--- src/rtl/stage5_writeback.sv ---
// stage5_writeback: writeback stage (result select, registered RF write port, instret, ECALL/EBREAK halt); optional WB_BYPASS_EN forwarding path
module stage5_writeback #(
  parameter int REGISTER_WIDTH = 32,
  parameter int INSTRET_WIDTH = 64
) (
  input  logic                      clk,
  input  logic                      rst,
  input  logic                      axis_memory_to_writeback_tvalid,
  output logic                      axis_memory_to_writeback_tready,
  input  logic [REGISTER_WIDTH-1:0] axis_memory_to_writeback_data_from_memory,
  input  logic [REGISTER_WIDTH-1:0] axis_memory_to_writeback_alu_result,
  input  logic [REGISTER_WIDTH-1:0] axis_memory_to_writeback_branch_target,
  input  logic [31:0]               axis_memory_to_writeback_decoded_instruction,
  output logic                      rf_write_enable,
  output logic [4:0]                rf_write_address,
  output logic [REGISTER_WIDTH-1:0] rf_write_data,
  output logic [INSTRET_WIDTH-1:0]  instret,
  output logic                      halted,
  output logic                      bypass_valid,
  output logic [4:0]                bypass_address,
  output logic [REGISTER_WIDTH-1:0] bypass_data
);
  localparam logic [6:0] OP_LOAD   = 7'b0000011;
  localparam logic [6:0] OP_LUI    = 7'b0110111;
  localparam logic [6:0] OP_AUIPC  = 7'b0010111;
  localparam logic [6:0] OP_IMM    = 7'b0010011;
  localparam logic [6:0] OP_REG    = 7'b0110011;
  localparam logic [6:0] OP_JAL    = 7'b1101111;
  localparam logic [6:0] OP_JALR   = 7'b1100111;
  localparam logic [6:0] OP_SYSTEM = 7'b1110011;
  typedef enum logic {RUN, HALTED} state_t;
  state_t                    r_state;
  logic                      r_we;
  logic [4:0]                r_addr;
  logic [REGISTER_WIDTH-1:0] r_data;
  logic [INSTRET_WIDTH-1:0]  r_instret;
  logic [6:0]                w_opcode;
  logic [4:0]                w_rd;
  logic [2:0]                w_funct3;
  logic [REGISTER_WIDTH-1:0] w_dm;
  logic [REGISTER_WIDTH-1:0] w_load;
  logic [REGISTER_WIDTH-1:0] w_result;
  logic                      w_writes;
  logic                      w_accept;
  logic                      w_unused;
  assign w_opcode = axis_memory_to_writeback_decoded_instruction[6:0];
  assign w_rd     = axis_memory_to_writeback_decoded_instruction[11:7];
  assign w_funct3 = axis_memory_to_writeback_decoded_instruction[14:12];
  assign w_dm     = axis_memory_to_writeback_data_from_memory;
  assign w_unused = ^{axis_memory_to_writeback_branch_target, axis_memory_to_writeback_decoded_instruction[31:15]};
  assign w_load = w_funct3 == 3'b000 ? {{(REGISTER_WIDTH-8){w_dm[7]}}, w_dm[7:0]} :
                  w_funct3 == 3'b100 ? {{(REGISTER_WIDTH-8){1'b0}}, w_dm[7:0]} :
                  w_funct3 == 3'b001 ? {{(REGISTER_WIDTH-16){w_dm[15]}}, w_dm[15:0]} :
                  w_funct3 == 3'b101 ? {{(REGISTER_WIDTH-16){1'b0}}, w_dm[15:0]} : w_dm;
  assign w_writes = w_opcode inside {OP_LOAD, OP_LUI, OP_AUIPC, OP_IMM, OP_REG, OP_JAL, OP_JALR};
  assign w_result = w_opcode == OP_LOAD ? w_load : axis_memory_to_writeback_alu_result;
  assign axis_memory_to_writeback_tready = r_state == RUN;
  assign w_accept = axis_memory_to_writeback_tvalid & axis_memory_to_writeback_tready;
  assign rf_write_enable  = r_we;
  assign rf_write_address = r_addr;
  assign rf_write_data    = r_data;
  assign instret          = r_instret;
  assign halted           = r_state == HALTED;
  // Retire accepted instructions: write port, counter and halt on ECALL/EBREAK
  always_ff @(posedge clk) begin
    if (rst) begin
      r_state   <= RUN;
      r_we      <= 1'b0;
      r_addr    <= '0;
      r_data    <= '0;
      r_instret <= '0;
    end else begin
      r_we <= w_accept & w_writes & (w_rd != 5'd0);
      if (w_accept) begin
        r_addr    <= w_rd;
        r_data    <= w_result;
        r_instret <= r_instret + 1'b1;
        if (w_opcode == OP_SYSTEM && w_funct3 == 3'b000) r_state <= HALTED;
      end
    end
  end
`ifdef WB_BYPASS_EN
  assign bypass_valid   = w_accept & w_writes & (w_rd != 5'd0);
  assign bypass_address = w_rd;
  assign bypass_data    = w_result;
`else
  assign bypass_valid   = 1'b0;
  assign bypass_address = '0;
  assign bypass_data    = '0;
`endif
endmodule

--- config.mk ---
export PLATFORM = sky130hd
export DESIGN_NAME = stage5_writeback
export DESIGN_NICKNAME = d
export VERILOG_FILES = /design/src/rtl/stage5_writeback.sv
export SDC_FILE = /design/constraint.sdc
export NUM_CORES = 1
export LEC_CHECK = 0
export ABC_AREA = 0
export BUFFER_PORTS_ARGS = -buffer_cell sky130_fd_sc_hd__buf_2
export CORE_ASPECT_RATIO = 0.8
export CORE_MARGIN = 4
export CORE_UTILIZATION = 35
export DETAILED_ROUTE_END_ITERATION = 7
export PLACE_DENSITY_LB_ADDON = 0.3
export SLEW_MARGIN = 30
export SYNTH_ARGS = -nofsm -noshare
export SYNTH_HDL_FRONTEND = slang
export SYNTH_SLANG_ARGS = --single-unit
--- constraint.sdc ---
create_clock -name clk -period 4.85 [get_ports clk]
set_input_delay 0.2425 -clock clk [delete_from_list [all_inputs] [get_ports clk]]
set_output_delay 0.2425 -clock clk [all_outputs]
set_load 0.01 [all_outputs]
==> Word-level counts from Yosys, hierarchy flattened <==
Index checks and enable logic that the tools add are counted.
{ "word_totals": {"register_bits": 103, "output_inout_bits": 142, "in_bits": 131} }
{ "op_classes": {"reduce_logical": 5, "addsub": 1, "n_mux": 5, "n_bitwise": 4, "eq_ne": 11} }
{ "ops": {"columns": ["cell", "count"], "rows": [
  ["$mux 32", 5],
  ["$add 64x1->64 const B", 1],
  ["$eq 7x7->1 const B", 3],
  ["$eq 7x5->1 const B", 2],
  ["$eq 7x6->1 const B", 2],
  ["$eq 7x2->1 const B", 1],
  ["$reduce_bool 7->1", 1],
  ["$eq 3x3->1 const B", 2],
  ["$reduce_bool 5->1", 1],
  ["$and 1x1->1", 3],
  ["$eq 3x1->1 const B", 1],
  ["$logic_not 3->1", 1],
  ["$reduce_and 2->1", 1],
  ["$logic_and 1x1->1", 1],
  ["$not 1->1", 1]
]} }

==> Longest topological paths before layout <==
{ "logic_depth": {"word_depth": 6, "ltp_mapped": 7} }

==> Least setup slack after synthesis <==
No wires, ideal clock.
{ "synth_timing": {"path_kind": "reg2reg", "from": "reg r_instret[20] (netlist: instret[20])", "to": "reg r_instret[50] (netlist: instret[50])", "setup_time_ns": 0.121, "path_stages_with_launch": 7, "n_path_buf": 1, "period_less_slack_ns": 1.997, "setup_slack_ns": 2.853, "arrival_ns": 1.876, "path_cell_list": "dfxtp_1 nand4_1 nor4_4 buf_4 nand4_1 nor3_1 mux2_2"} }
{ "synth_via": {"elab_chain_cells": 1} }
{ "synth_rtl": {"columns": ["item", "line_no", "source"], "rows": [
  ["start: declaration", "36", "logic [INSTRET_WIDTH-1:0] r_instret;"],
  ["start signal: assignment", "77", "r_instret <= r_instret + 1'b1;"],
  ["$add 64x1->64", "77", null]
]} }
Every way passes these cells.
A chain may end at the register's enable or synchronous reset.

==> Worst setup path after layout <==
{ "layout_timing": {"from": "reg r_instret[18] (netlist: instret[18])", "to": "reg r_instret[56] (netlist: instret[56])"} }
Same word-level chain as after synthesis.

==> impl_metrics.tcl <==
set metrics [dict create \
    status "completed" \
    place_hpwl_mm 10.6 \
    cts_resized 0 \
    cts_buffer_depth 2 \
    layout_commonest_cell "buf_2" \
    ys_seq_elements 103 \
    r2r_slack_ns 2.51 \
    synth_seq_area_share 0.410 \
    sw_frac_of_total 0.244 \
    min_path_cells 3 \
    cp_max_fo 23 \
    grt_util_all_layers 0.173 \
    grt_pass1_wl_mm 22.7 \
    ff2ff_path_depth 6 \
    slew-limit-headroom 0.443 \
    drt_iter0_drc 220 \
    finalCritPeriodShare 0.483 \
    final_util 0.454 \
    synth_top_family_by_area "simple AND/OR/NAND/NOR gates" \
    drive_gt1_frac 0.279 \
    p_leak_nw 2.72 \
    via_per_inst 5.05 \
    antenna_found_initial 0 \
    fin_area_mm2 0.00625 \
    synth_warnings 0 \
    synth_fa_ha_area_frac 0.00249 \
    synth_compound_area_frac 0.135 \
    synth_edf_count 0 \
    diodes 0 \
    path_cells "nand4_1, nor4_4, buf_4, nand4_1, or4_1, a21oi_1" \
    htreeDepth 3 \
    grt_max_degree 68 \
    dr_total_vias 4852 \
    cp_common_cell "nand4_1" \
    placed_area_mm2 0.00596 \
    finalSetupTns_ns 0 \
    firstDrtPassIters 6 \
    layout.nets 907 \
    p_sw_uw 434 \
    syn_area_per_cell_um2 8.25 \
    skew_ns 0.00750 \
    internal_power_mw 1.35 \
    arrival_ns 2.62 \
    rows 38 \
    cpPeakStageDelay_ns 0.55 \
    hold_buffers 0 \
    area_growth_pct 24.4 \
    power.density_mw_per_mm2 285 \
    mostFrequentLayoutCells "buf_2 (184), dfxtp_1 (103), nand2_1 (78)" \
    synth_cell_types 41 \
    hold_violations 0 \
    synth_xor_area_frac 0.0749 \
    wire_per_inst_um 15.0 \
    portBuffers 185 \
    seq_power_share 0.494 \
    die_x_um 142 \
    drv_slew 0 \
    globalplace.congestion 0.803 \
    ys.flop_type "dfxtp_1" \
    grt_pass1_vias 4382 \
    path_clk_slew_ns 0.07 \
    post-cts-setup-buffers 0 \
    cts_root_buffer "clkbuf_16" \
    crit_path_end_kind "register" \
    r2r-start "instret[18]" \
    wirelength_mm 14.4 \
    synthCells 609 \
    power_frac_clock 0.415 \
    gr-total-overflow 0 \
    min_path_type "in2reg" \
    coreArea_mm2 0.0138 \
    route.detailed.drc 0 \
    critPathKind "reg2reg" \
    tightest_slew_ns 0.833 \
    numCtsBuffers 9 \
    fillCellCount 1420 \
    drv_cap 0 \
    stdcell_count 960 \
    io_pins 273 \
    min_from "axis_memory_to_writeback_decoded_instruction[7]" \
    die-area_mm2 0.0164 \
    initial_core_util 0.365 \
    r2r-end "instret[56]" \
    ant_nets 0 \
    cts_tree "done" \
    netlist_area_mm2 0.00503 \
    yosys.area_share.simple 0.282 \
    ir_worst_vdd_uv 192 \
    die_h_um 115 \
    maxClockFrequency_mhz 427 \
    place_inst 944 \
    final.min_clock_period_ns 2.34 \
    slowest_stage "or4_1" \
    holdPathEnd "rf_write_address[0]" \
    cp_top_family "simple AND/OR/NAND/NOR gates" \
    synthArstFlopShare 0 \
    required_ns 5.12 \
    p_comb_frac 0.091 \
    clock-sinks 103 \
    finalSetupViolations 0 \
    clkLatencyLatePin_ns 0.35 \
    power_mw 1.78 \
    critPathLaunchType "register" \
    path_buf_inv 1 \
    grt_setup_unrepaired "false" \
    synthMuxAreaShare 0.00423 \
]
## per-layer routing
layer	vias up	wire [µm]	track usage
met5	-	0	0
met4	0	375	0.0691
met3	17	950	0.0420
met2	160	6310	0.259
met1	2240	6730	0.239
li1	2435	-	-
## area by class of cell
type / instances / area, µm² / area share
inverters: 6 / 22.5 / 0.00360
clock inverters: 5 / 56.3 / 0.00900
clock buffers: 11 / 243 / 0.0388
repair buffers: 191 / 973 / 0.156
well taps: 180 / 225 / 0.0360
flip-flops and latches: 103 / 2060 / 0.330
multi-input cells: 464 / 2670 / 0.427
## tightest hold or removal path: cells and delay by family
family                 cells  cell delay (ns)
AND/OR/NAND/NOR            1             0.05
AO/OA/AOI/OAI              1             0.05
buffers and inverters      1             0.10
## worst max path at each step
stage                                                    start                end  slack [ns]  depth (start not counted)
6_report                                           instret[18]        instret[56]        2.51                          6
5_1_grt                                            instret[24]        instret[45]        2.28                          5
4_1_cts                                            instret[24]        instret[56]        2.52                          5
3_5_place_dp   axis_memory_to_writeback_decoded_instruction[2]  rf_write_data[22]        2.48                          6
3_3_place_gp   axis_memory_to_writeback_decoded_instruction[2]  rf_write_data[30]        2.33                          5
2_1_floorplan                                      instret[20]        instret[50]        2.85                          6
## flip-flops by register name, indices dropped and copies added (netlist names)
| name | flops |
|---|---|
| rf_write_enable | 1 |
| rf_write_data | 32 |
| halted | 1 |
| instret | 64 |
| rf_write_address | 5 |
## power groups by stage
stage | logic (mW) | clock network [mW] | registers (mW)
after global placement | 0.160 | 0 | 0.899
after global routing | 0.180 | 0.803 | 0.883
after floorplan | 0.0982 | 0 | 0.910
after detailed placement | 0.161 | 0 | 0.899
after CTS | 0.162 | 0.768 | 0.880
final | 0.161 | 0.740 | 0.880
## cell usage after synthesis (2+ instances only)
cell	n	area share
or3_1	16	0.020
a21oi_1	43	0.043
nand4b_1	2	0.0035
nor2b_1	2	0.0025
nor3_1	6	0.0060
or2_2	2	0.0025
nand4_1	37	0.046
and2_1	9	0.011
o31ai_1	4	0.0060
buf_2	5	0.0050
nand2_1	78	0.058
xnor2_1	9	0.016
clkbuf_1	27	0.020
buf_4	39	0.058
o21ai_0	17	0.017
nor4_1	6	0.0075
a211oi_1	16	0.024
and3_1	7	0.0087
dfxtp_1	103	0.41
o22ai_1	16	0.020
and4_1	7	0.012
xor2_1	34	0.059
a311oi_1	8	0.014
or4_1	8	0.012
o211ai_1	8	0.012
nor2_1	61	0.046
nor4_4	3	0.013
nand3_1	18	0.018
inv_1	6	0.0045
## cells by family after synthesis
family                     Yosys count
and+or+nand+nor                    268
AOI/OAI and AO/OA                  112
DFF                                103
buffers and inverters               79
xor gates and xnor gates            43
muxes                                2
adders and majority gates            1
other                                1
## through the flow
step	setup slack, ns	hold slack (ns)
2_1_floorplan	2.85	0.378
3_3_place_gp	2.33	0.443
3_5_place_dp	2.48	0.446
4_1_cts	2.52	0.118
5_1_grt	2.28	0.125
6_report	2.51	0.138
No activity file was read; power rests on OpenSTA's default activity.
